--- src/rtl/fetch_unit.sv ---
// fetch_unit -- instruction-fetch front end.
//   Owns the fetch PC, issues word fetches over a req/ack handshake, buffers
//   returned words and presents them one at a time under valid/ready.
//   A taken PCSrc on a transfer redirects the PC and discards buffered words.
// Optional build macro: FETCH_BUFFER_EN
//   defined   -> 2-entry prefetch FIFO, request while (entries + outstanding) < 2
//   undefined -> single holding slot, request when the slot is empty or is
//                being transferred this cycle
module fetch_unit #(
  parameter logic [31:0] RESET_PC = 32'h0000_0000
) (
  input  logic        clk,
  input  logic        reset,
  output logic        imem_req,
  output logic [31:0] imem_addr,
  input  logic        imem_ack,
  input  logic [31:0] imem_rdata,
  output logic [31:0] Instr,
  output logic        instr_valid,
  input  logic        instr_ready,
  input  logic        PCSrc,
  input  logic [31:0] Result,
  output logic [31:0] PC,
  output logic [31:0] PCPlus8
);

`ifdef FETCH_BUFFER_EN
  localparam int   DEPTH       = 2;
  // With a real FIFO the request depends only on occupancy.
  localparam logic HOLD_REFILL = 1'b0;
`else
  localparam int   DEPTH       = 1;
  // A single slot may refill in the very cycle it is handed over.
  localparam logic HOLD_REFILL = 1'b1;
`endif

  localparam logic [1:0] FULL    = 2'(DEPTH);
  localparam logic [1:0] FULL_M1 = 2'(DEPTH - 1);

  // IDLE only exists for the first cycle after reset so that the first
  // request rises one cycle after reset is released.
  typedef enum logic [1:0] {
    S_IDLE,
    S_FETCH,   // request high, waiting for ack
    S_HOLD     // buffer full, request low (except same-cycle refill)
  } state_t;

  typedef struct packed {
    logic [31:0] instr;
    logic [31:0] pc;
  } entry_t;

  state_t      state, state_next;
  entry_t      slots      [DEPTH];
  entry_t      slots_next [DEPTH];
  logic [1:0]  count, count_next;
  logic [1:0]  fill_after_pop;
  logic [31:0] fetch_pc, fetch_pc_next;
  logic        transfer;
  logic        redirect;
  logic        accept;

  // Handshake events for this cycle.
  assign transfer       = instr_valid & instr_ready;
  assign redirect       = transfer & PCSrc;
  // Data acked in a redirect cycle belongs to the abandoned path.
  assign accept         = imem_req & imem_ack & ~redirect;
  assign fill_after_pop = count - {1'b0, transfer};

  // Presented instruction is always the head of the buffer.
  assign instr_valid = (count != 2'd0);
  assign Instr       = slots[0].instr;
  assign PC          = slots[0].pc;
  assign PCPlus8     = slots[0].pc + 32'd8;
  // Address only moves on an accepted ack or a redirect, so it is stable
  // for the whole life of an ordinary request.
  assign imem_addr   = fetch_pc;

  // FSM state register.
  // NOTE: sequential state uses non-blocking assignments so every register
  // samples the pre-edge values regardless of process ordering.
  always_ff @(posedge clk) begin
    if (reset) state <= S_IDLE;
    else       state <= state_next;
  end

  // FSM next-state and request decode.
  // NOTE: every combinational output gets a default first so no path leaves
  // it unassigned, which would otherwise infer a latch.
  always_comb begin
    state_next = state;
    imem_req   = 1'b0;
    unique case (state)
      S_IDLE: begin
        state_next = S_FETCH;
      end
      S_FETCH: begin
        imem_req = 1'b1;
        if (!redirect && imem_ack && (fill_after_pop == FULL_M1))
          state_next = S_HOLD;
      end
      S_HOLD: begin
        imem_req = HOLD_REFILL & transfer;
        if (redirect)
          state_next = S_FETCH;
        else if (transfer && !(HOLD_REFILL && imem_ack))
          state_next = S_FETCH;
      end
      default: begin
        state_next = S_IDLE;
      end
    endcase
  end

  // Buffer, occupancy and fetch-PC update.
  always_comb begin
    slots_next    = slots;
    count_next    = count;
    fetch_pc_next = fetch_pc;
    if (redirect) begin
      // Flush everything buffered; the stale slot contents are never shown
      // because valid drops with the count.
      count_next    = 2'd0;
      fetch_pc_next = Result & 32'hFFFF_FFFC;
    end else begin
      if (transfer) begin
        for (int i = 0; i < DEPTH - 1; i++) slots_next[i] = slots[i + 1];
      end
      if (accept) begin
        for (int i = 0; i < DEPTH; i++) begin
          if (fill_after_pop == 2'(i)) begin
            slots_next[i].instr = imem_rdata;
            slots_next[i].pc    = fetch_pc;
          end
        end
        // Natural 32-bit wrap takes FFFF_FFFC to 0000_0000.
        fetch_pc_next = fetch_pc + 32'd4;
      end
      count_next = fill_after_pop + {1'b0, accept};
    end
  end

  // Datapath registers.
  // NOTE: the slot storage is reset because the head entry drives Instr/PC
  // directly and those outputs have defined reset values.
  always_ff @(posedge clk) begin
    if (reset) begin
      count    <= 2'd0;
      fetch_pc <= RESET_PC;
      for (int i = 0; i < DEPTH; i++) begin
        slots[i].instr <= 32'h0000_0000;
        slots[i].pc    <= RESET_PC;
      end
    end else begin
      count    <= count_next;
      fetch_pc <= fetch_pc_next;
      slots    <= slots_next;
    end
  end

endmodule

--- config.mk ---
export PLATFORM = sky130hd
export DESIGN_NAME = fetch_unit
export DESIGN_NICKNAME = d
export VERILOG_FILES = /design/src/rtl/fetch_unit.sv
export SDC_FILE = /design/constraint.sdc
export NUM_CORES = 1
export LEC_CHECK = 0
export BUFFER_PORTS_ARGS = -buffer_cell sky130_fd_sc_hd__buf_4
export CAP_MARGIN = 10
export CORE_ASPECT_RATIO = 1.2
export CORE_UTILIZATION = 48
export CTS_BUF_LIST = sky130_fd_sc_hd__clkbuf_4 sky130_fd_sc_hd__clkbuf_8
export CTS_CLUSTER_SIZE = 28
export DETAILED_ROUTE_END_ITERATION = 12
export PLACE_DENSITY = 0.8
export SETUP_SLACK_MARGIN = 0.02
export SYNTH_ARGS = -nofsm -noshare
export SYNTH_HDL_FRONTEND = slang
export SYNTH_SLANG_ARGS = --single-unit
--- constraint.sdc ---
create_clock -name clk -period 3.9 [get_ports clk]
set_clock_uncertainty 0.1 [all_clocks]
set_input_delay 0.39 -clock clk [delete_from_list [all_inputs] [get_ports clk]]
set_output_delay 0.39 -clock clk [all_outputs]
set_load 0.02 [all_outputs]
Word level (Yosys, flattened, before mapping)

Index checks and enable logic that the tools add are counted.
W data, S select, Z words.

Reductions and logical operators: 12
Add/sub/neg operators: 4
Bitwise logic cells: 5
Equality and inequality tests: 4
Muxes and demuxes: 7

Operator list:

| cell                    | count |
|---|---|
| $mux W32                | 2 |
| $add A32 B3 Y32 const B | 1 |
| $add A32 B4 Y32 const B | 1 |
| $mux W2                 | 3 |
| $pmux W2 S3             | 1 |
| $and A1 B1 Y1           | 4 |
| $logic_not A2 Y1        | 2 |
| $reduce_bool A2 Y1      | 2 |
| $logic_and A1 B1 Y1     | 3 |
| $ne A3 B3 Y1 const B    | 1 |
| $reduce_and A3 Y1       | 1 |
| $add A2 B1 Y2           | 1 |
| $eq A2 B1 Y1 const B    | 1 |
| $eq A2 B2 Y1 const B    | 1 |
| $logic_not A1 Y1        | 2 |
| $ne A2 B2 Y1 const B    | 1 |
| $pmux W1 S2             | 1 |
| $reduce_and A2 Y1       | 1 |
| $reduce_or A2 Y1        | 1 |
| $sub A2 B1 Y2           | 1 |
| $not A1 Y1              | 1 |

Word-level logic and storage cells: 38
Output and inout port bits: 130
Register bits after elaboration: 100
Bits of input ports: 69

Depth between registers and ports, before layout

Gate-level depths: netlist of the first run.

Depth after elaboration: 8
Depth in mapped cells: 10
Gate-level depth less buffers: 8

Worst setup path before layout of the first run

Ideal clock, no wire load.

Path kind: register to output
Start point: register slots (netlist bit PC[3])
End point: output PCPlus8[23]
Stages on the path, launching flop included: 6
Arrival time: 1.955 ns
Setup slack: 1.455 ns
Path buffers: 0
Required time: 3.410 ns
Cell sequence: dfxtp_1 ha_1 nand2_1 nor4_1 nand4_1 xnor2_1

Word-level cells in the longest chain between the ends: 1

Ends and longest elaborated chain:

| element                | line | text |
|---|---|---|
| start, declared        | 54   | `entry_t slots [DEPTH];` |
| start signal, assigned | 157  | `slots <= slots_next;` |
| $add A32 B4 Y32        | 74   | `assign PCPlus8 = slots[0].pc + 32'd8;` |
| end, declared          | 24   | `output logic [31:0] PCPlus8` |

No other way between the ends.

Worst setup path in the final report of the first run

Start point: register slots (netlist bit PC[4])
End point: output PCPlus8[19]

The elaborated chain is that of the path after synthesis.

==> key figures, run 1 <==
Synth
  • Number of synthesized flops with an enable pin: 0
  • Cell taking the most area after synthesis: dfxtp_1
  • Synthesized instance count: about 590
  • Yosys reg bits: 96
  • Syn Area/Cell: roughly 8.0 um2
  • Syn Std Cell Area: between 0.004 and 0.005 mm2
  • Primary FF master, synth: dfxtp_1
  • Synth Warn #: 0
  • Ys async rst share: 0%
  • Sequential-to-total area share from yosys stat: between 40% and 50%
  • Synth top area cells: dfxtp_1 (41%), nand2_1 (12%), xnor2_1 (7.1%), a21oi_1 (7.0%), a211oi_1 (3.7%)
  • Distinct cell type count after synthesis: just over 40
  • Yosys top cell area share: about two fifths

GRT
  • Largest net degree at the start of global routing: 95
  • First-pass GRT wire length: about 22,000 um
  • Vias in the first global route: approximately 4,500
  • Overall routing resource usage: a little over a quarter
  • Initial antenna violation count: 0
  • Remaining Overflow, GRT: 0

Min path
  • HP Class: in -> reg

Critical path
  • Setup crit end: PCPlus8[19]
  • Crit path DAT: between 2 and 2.5 ns
  • Max FO, Critical Path: 5
  • Crit path largest cell delay: approximately 0.7 ns
  • Setup Crit Path Kind: reg -> out
  • Reg2reg setup slack: around 1.2 ns
  • Crit Reg-Reg Startpoint: count[1]
  • Worst reg2reg path depth: 8
  • Crit start category: register
  • Critical-path top delay cell: nor4_1
  • WP data required: between 3 and 4 ns
  • Reg2Reg Capture Point: Instr[6]
  • Worst path cell trace: ha_1 > nand2_1 > nor4_1 > nand3_1 > xnor2_1 > buf_4
  • Crit path from: PC[4]
  • CP endpoint kind: output port

Routing
  • Wirelength, routed: between 10,000 and 15,000 um
  • Met3 Wirelength: 670 um
  • WL per Instance: around 15 um
  • DR pass1 iterations: 5
  • Metal1 wirelength: between 5000 and 6000 um
  • Via count: 4,718
  • Antenna Nets Post-Route: 0
  • Metal2 WL: 6670 um
  • Iteration-0 DRC Markers: around 220
  • Top Layer Used: met4
  • Avg Vias per Cell: roughly 5.3
  • Residual DRC count: 0

Timing
  • Tcrit/Tclk final: 75.6%
  • Final hold violation count: 0
  • Worst-Margin Slew: roughly 1.1 ns
  • Final Critical Period: a little under 3 ns
  • Hold WS: 0.149 ns
  • Max Slew Vio Count: 0
  • Sum Neg Setup Slack: 0 ns
  • RSZ-0062 raised after global routing: false
  • Fmax: between 300 and 400 MHz
  • Finish-stage setup viols: 0
  • Relative slew slack: between 20 and 25%

Cells and area
  • Final Non-Filler Cells: between 800 and 900
  • Antenna cell count: 0
  • Share of layout cells above drive strength 1: between 20 and 30%
  • Fillers: 815
  • Most common cell after layout, fill and taps aside: buf_4
  • Synthesis-to-finish area growth: 34.1%
  • Commonest cells after routing, fill and taps aside: buf_4 (194), nand2_1 (149), dfxtp_1 (96), a21oi_1 (66), xnor2_1 (38)
  • Fin util: about 66%
  • Nets: 840

Clock tree
  • Num CTS Buffers: 9
  • Post-CTS Setup Inserts: 0
  • Post-CTS Resized: 0
  • Clock-pin transition on the worst setup and hold timing paths: about 0.1 ns
  • Clk_lat worst skew: approximately 0.37 ns
  • CTS tree: done
  • Max Root-Sink Buffers: 2
  • Hold_buf cts: 0
  • Htree depth: 3
  • Root buf cell: clkbuf_8
  • CTS Sinks: 96

Placed design
  • Post-Place Cells: ~880
  • Port Buffers: 190
  • HPWL Detailed: a little under 10,000 um
  • RePlAce Congestion: 0.913

Pwr
  • Worst vdd ir: between 0.3 and 0.4 mV
  • Leakage: ~2.6 nW
  • Pwr/cell area: around 410 mW/mm2

Floorplan
  • Chip width: between 90 and 100 um
  • Cell Rows: 39
  • Core area: 0.00952 mm2
  • Initial Utilization: slightly below 50%
  • # IOs: 199
  • Die span in y: around 110 um
  • Die area: between 0.01 and 0.015 mm2

Run
  • Max cap viols: 0

Outcome
  • Status: complete, no violations
-- state kept, by name, summed over array words and instances, names as in the netlist --
signal and count:
PC 30, Instr 32, imem_addr 30, state 2, count 2
-- synthesized netlist by cell type, types with 2 or more instances --
| master | number |
|---|---|
| nor3_1 | 13 |
| buf_2 | 11 |
| and3_2 | 2 |
| nor2_1 | 33 |
| o21ai_0 | 5 |
| inv_1 | 11 |
| buf_4 | 8 |
| ha_1 | 8 |
| and3_1 | 13 |
| nand3_1 | 18 |
| a211oi_1 | 23 |
| o211a_1 | 2 |
| dlymetal6s2s_1 | 2 |
| nand2_1 | 150 |
| dfxtp_1 | 96 |
| a311oi_1 | 3 |
| o21a_1 | 2 |
| xnor2_1 | 38 |
| nor4_1 | 5 |
| clkbuf_1 | 17 |
| nor4_2 | 2 |
| and2_1 | 6 |
| nand4_1 | 16 |
| and4_1 | 4 |
| xor2_1 | 18 |
| a22o_1 | 3 |
| o22ai_1 | 2 |
| a21oi_1 | 66 |
| or3_1 | 2 |
-- layout make-up --
type / count / area [um2] / area share [%]
multi-input cells: 451 / 2570 / 40.6
flip-flops and latches: 96 / 1920 / 30.4
repair buffers: 194 / 1460 / 23.1
well taps: 123 / 154 / 2.44
clock buffers: 10 / 131 / 2.08
clock inverters: 6 / 43.8 / 0.693
inverters: 11 / 41.3 / 0.654
-- kinds of logic after synthesis --
kind of cell / after synthesis / synth area share, %
buf+inv: 49 / 5.21
fa+ha+maj: 8 / 2.12
xor+xnor: 56 / 10.4
flops: 96 / 40.8
compound gates: 109 / 14.3
simple gates: 272 / 27.1
other cells: 1 / 0.0796
-- worst min path at each step --
| stage | startpoint | to | slack (ns) | cells past startpoint |
|---|---|---|---|---|
| after floorplan | state[0] | state[0] | 0.37 | 2 |
| after CTS | Result[27] | imem_addr[27] | 0.13 | 2 |
| final | Result[27] | imem_addr[27] | 0.15 | 2 |
| after detailed placement | Instr[27] | Instr[27] | 0.35 | 2 |
| after global placement | Instr[15] | Instr[15] | 0.34 | 2 |
| after global routing | Result[25] | imem_addr[25] | 0.14 | 2 |
-- power by group --
group          internal [mW]  total [mW]  switching [mW]  leakage (nW)
Combinational          0.322       0.787           0.465          1.77
Clock                  0.241       0.598           0.357        0.0900
Sequential              1.08        1.21           0.126         0.775
-- worst max-delay path: cells and delay by family, from the launching register on --
family / cells / cell delay [ns]
flip-flops: 1 / 0.42
AND/OR/NAND/NOR: 3 / 1.04
XOR/XNOR: 1 / 0.20
buffers and inverters: 1 / 0.17
adder cells (fa/ha/maj): 1 / 0.26
-- per-stage QoR --
| step | area, um2 | power [mW] | worst slack (ns) |
|---|---|---|---|
| 6_report | 6310 | 2.59 | 0.952 |
| 5_1_grt | 6310 | 2.74 | 0.650 |
| 4_1_cts | 6310 | 2.61 | 0.949 |
| 3_5_place_dp | 6140 | 2.01 | 1.20 |
| 3_3_place_gp | 6140 | 1.99 | 1.28 |
| 2_1_floorplan | 4730 | 1.70 | 1.45 |
-- layer usage --
layer / up-vias / GRT usage (%)
li1: 2358 / -
met1: 2166 / 33.3
met2: 159 / 43.4
met3: 35 / 4.34
met4: 0 / 13.3
met5: - / 0
Power figures use the tool's default switching activity.
==> inputs of run 2 (changes only) <==
- CORE_UTILIZATION: 48 -> 45
- PLACE_DENSITY: 0.8 -> 0.79
- clock period: 3.9 -> 2.5 ns (I/O delays scaled with it)
==> key figures, run 2 (synthesis gave the netlist of run 1 again) <==
Cells and area
  • Fillers: 887
  • Antenna cell count: 0
  • Most common cell after layout, fill and taps aside: buf_4
  • Nets: around 850
  • Number of flip-flops in the largest register: 32
  • Share of layout cells above drive strength 1: between 30 and 40%
  • Final Non-Filler Cells: about 910
  • Synthesis-to-finish area growth: 39.3%
  • Commonest cells after routing, fill and taps aside: buf_4 (203), nand2_1 (148), dfxtp_1 (86), a21oi_1 (66), xnor2_1 (37)

Routing
  • Wirelength, routed: 14,000 um
  • Antenna Nets Post-Route: 0
  • Top Layer Used: met4
  • DR pass1 iterations: 5
  • Residual DRC count: 0
  • Iteration-0 DRC Markers: around 340
  • WL per Instance: ~15 um
  • Via count: around 4,800
  • Metal2 WL: about 7200 um
  • Avg Vias per Cell: between 5 and 6
  • Met3 Wirelength: 784 um
  • Metal1 wirelength: ~5700 um

Timing
  • Relative slew slack: around three fifths
  • Worst-Margin Slew: between 0.5 and 0.6 ns
  • Max Slew Vio Count: 0
  • Tcrit/Tclk final: 97.5%
  • Final Critical Period: ~2.4 ns
  • Hold WS: 0.0178 ns
  • Fin worst setup slack: between 0.06 and 0.07 ns
  • Finish-stage setup viols: 0
  • Final hold violation count: 0
  • Fmax: between 400 and 500 MHz
  • Sum Neg Setup Slack: 0 ns

Run
  • Max cap viols: 0

GRT
  • Overall routing resource usage: around a quarter
  • Largest net degree at the start of global routing: 42
  • Initial antenna violation count: 0
  • First-pass GRT wire length: roughly 21,000 um
  • Vias in the first global route: 4,407
  • Remaining Overflow, GRT: 0

Min path
  • Min-delay src: Result[25]
  • HP Class: in -> reg

Critical path
  • Crit path from: PC[3]
  • Crit path DAT: 2.09 ns
  • Crit Reg-Reg Startpoint: count[0]
  • Setup Crit Path Kind: reg -> out
  • CP endpoint kind: output port
  • WP data required: roughly 2.2 ns
  • Max FO, Critical Path: 6
  • Crit start category: register

Pwr
  • Pwr/cell area: ~630 mW/mm2
  • Worst vdd ir: ~0.44 mV
  • Leakage: 2.79 nW
  • Total Power: just over 4 mW

Clock tree
  • CTS Sinks: 96
  • Clk_lat worst skew: ~0.36 ns
  • Num CTS Buffers: 9
  • Max Root-Sink Buffers: 2
  • CTS tree: done
  • Root buf cell: clkbuf_8
  • Htree depth: 3
  • Hold_buf cts: 0
  • Clock-pin transition on the worst setup and hold timing paths: roughly 0.09 ns

Floorplan
  • Chip width: 95.4 um
  • Die area: around 0.011 mm2
  • # IOs: approximately 200
  • Initial Utilization: a little under half
  • Cell Rows: 40
  • Core area: 0.0101 mm2
  • Die span in y: ~110 um

Placed design
  • RePlAce Congestion: about 0.9
  • Port Buffers: 190
  • HPWL Detailed: 10,500 um
  • Pre-CTS setup slack: about 0.25 ns
  • Post-Place Cells: 887

Outcome
  • Status: complete, no violations
[run 2: changes by cell type in the layout (fill, tap and decap cells not counted), sizes merged]
| cell | delta |
|---|---|
| buf | +13 |
| inv | -1 |
| clkbuf | +1 |
[run 2: final cells by class]
class                           count  area (um2)  share of cell area (%)
Inverter                           11        41.3                   0.629
Clock inverter                      5        31.3                   0.477
Timing Repair Buffer              207        1600                    24.4
Clock buffer                       11         151                    2.31
Tap cell                          126         158                    2.40
Sequential cell                    96        1930                    29.5
Multi-Input combinational cell    451        2640                    40.3
[run 2: timing repair]
action / in CTS / in global routing
setup buffers: 1 / 3
pin swaps: 2 / 4
gates resized for setup: 7 / 17
cloned: 0 / 0
setup endpoints to repair: 11 / 6
[run 2: worst paths after layout]
kind	end	slack [ns]	cells after the start
worst min-delay path	imem_addr[25]	0.02	2
worst max register to register	PC[3]	0.24	9
worst min register to register	Instr[26]	0.36	2
worst max-delay path	PCPlus8[31]	0.06	7
[run 2: per-stage QoR]
stage          util (%)  instance area (um2)
6_report           64.9                 6560
3_5_place_dp       61.9                 6260
3_3_place_gp       61.9                 6260
2_1_floorplan         -                 4730
4_1_cts            64.1                 6480
5_1_grt            64.9                 6560
[run 2: worst max-delay path: stages, from the launching register on]
cell and delay (ns):
dfxtp_2 0.39, ha_2 0.24, nand2_2 0.12, nor3_2 0.22
and2_4 0.19, nand4_1 0.18, xnor2_1 0.22, buf_4 0.16
[run 2: power by group]
part	internal, mW	total [mW]	switching (mW)
combinational	0.541	1.28	0.738
sequential	1.69	1.89	0.203
clock	0.413	0.941	0.529
total	2.64	4.11	1.47
[run 2: routing by layer]
| layer | up-vias | track usage [%] |
|---|---|---|
| li1 | 2372 | - |
| met1 | 2248 | 30.9 |
| met2 | 189 | 42.0 |
| met3 | 26 | 4.12 |
| met4 | 0 | 11.7 |
| met5 | - | 0 |
==> inputs of run 3 (changes only) <==
- CORE_UTILIZATION: 45 -> 40
- PLACE_DENSITY: 0.79 -> 0.71
==> key figures, run 3 (synthesis gave the netlist of run 1 again) <==
Critical path
  • WP buf/inv: 3
  • Critical-path top delay cell: dfxtp_4
  • CP most frequent cell: buf_4
  • CP delay by family, top: simple AND/OR/NAND/NOR gates
  • Setup Crit Path Kind: reg -> out
  • WP data required: 2.15 ns
  • Crit path DAT: 2.08 ns
  • Crit path largest cell delay: about 0.38 ns
  • Worst path cell trace: nand4_1 > buf_4 > nor4_2 > buf_4 > nand4_1 > xnor2_1 > buf_4
  • Max FO, Critical Path: 4
  • Crit start category: register
  • CP endpoint kind: output port

GRT
  • Largest net degree at the start of global routing: 54
  • First-pass GRT wire length: roughly 21,000 um
  • Initial antenna violation count: 0
  • Overall routing resource usage: approximately 22%
  • Remaining Overflow, GRT: 0
  • Vias in the first global route: ~4,400

Cells and area
  • Antenna cell count: 0
  • Fin util: a little under three fifths
  • Synthesis-to-finish area growth: 39.8%
  • Finished layout cell area: ~0.0066 mm2
  • Share of layout cells above drive strength 1: 32.6%
  • Most common cell after layout, fill and taps aside: buf_4
  • Nets: 855
  • Number of flip-flops in the largest register: 32
  • Final Non-Filler Cells: 940
  • Commonest cells after routing, fill and taps aside: buf_4 (206), nand2_1 (149), dfxtp_1 (86), a21oi_1 (66), xnor2_1 (38)

Min path
  • HP Class: in -> reg

Clock tree
  • Hold_buf cts: 0
  • CTS tree: done
  • Num CTS Buffers: 9
  • CTS Sinks: 96
  • Clock-pin transition on the worst setup and hold timing paths: around 0.090 ns
  • Root buf cell: clkbuf_8
  • Htree depth: 3
  • Clk_lat worst skew: roughly 0.36 ns
  • Max Root-Sink Buffers: 2

Timing
  • Worst-Margin Slew: about 0.67 ns
  • RSZ-0062 raised after global routing: true
  • Hold WS: around 0.0084 ns
  • Sum Neg Setup Slack: 0 ns
  • Relative slew slack: a little under three fifths
  • Final hold violation count: 0
  • Finish-stage setup viols: 0
  • Max Slew Vio Count: 0
  • Tcrit/Tclk final: just under 100%
  • Fin worst setup slack: 0.0727 ns
  • Final Critical Period: approximately 2.4 ns
  • Fmax: 412 MHz

Floorplan
  • Initial Utilization: between 40 and 50%
  • # IOs: 199
  • Die area: ~0.012 mm2
  • Core area: ~0.012 mm2
  • Chip width: 101 um
  • Die span in y: 121 um
  • Cell Rows: 43

Placed design
  • RePlAce Congestion: between 0.8 and 0.9
  • Port Buffers: 190
  • HPWL Detailed: around 10,000 um
  • Post-Place Cells: 919
  • Dpl cell area: roughly 0.0063 mm2
  • Pre-CTS setup slack: approximately 0.16 ns

Pwr
  • Pwr/cell area: around 640 mW/mm2
  • Total Power: around 4.2 mW
  • Worst vdd ir: roughly 0.40 mV
  • Leakage: between 2 and 3 nW

Run
  • Max cap viols: 0

Routing
  • Avg Vias per Cell: around 5
  • DR pass1 iterations: 4
  • Via count: 4,745
  • WL per Instance: between 10 and 15 um
  • Antenna Nets Post-Route: 0
  • Wirelength, routed: 13,800 um
  • Iteration-0 DRC Markers: ~240
  • Residual DRC count: 0

Outcome
  • Status: complete, no violations
-- run 3: power breakdown --
group | switching (mW) | total (mW) | internal [mW]
sequential | 0.199 | 1.89 | 1.69
combinational | 0.731 | 1.26 | 0.527
clock | 0.541 | 1.07 | 0.531
total | 1.47 | 4.22 | 2.74
-- run 3: per-layer routing --
layer | up-vias | global-route usage [%] | part of all wire (%)
met2 | 153 | 38.4 | 52
met3 | 23 | 3.86 | 5.6
met1 | 2187 | 26.9 | 40
met4 | 0 | 9.33 | 2.5
met5 | - | 0 | 0
li1 | 2382 | - | -
-- run 3: timing repair --
action | in CTS | in global routing
gates resized for setup | 10 | 9
setup buffers | 0 | 5
endpoints found under the setup margin | 4 | 46
pin swaps | 2 | 4
-- run 3: area by class of cell --
class | instances | area, um2
clock buffer | 12 | 159
clock inverter | 4 | 51.3
fill | 1100 | 4930
inverter | 11 | 41.3
multi-input combinational | 451 | 2590
sequential | 96 | 1940
tap | 157 | 196
timing repair buffer | 209 | 1610
-- run 3: path summary, 6_finish.rpt --
check                                      to  slack (ns)  depth (start not counted)  startpoint
worst max-delay path              PCPlus8[23]        0.07                          7      PC[16]
worst min-delay path            imem_addr[23]       0.008                          2  Result[23]
worst max register to register      Instr[21]        0.22                          9    count[0]
worst min register to register       Instr[0]        0.36                          2    Instr[0]
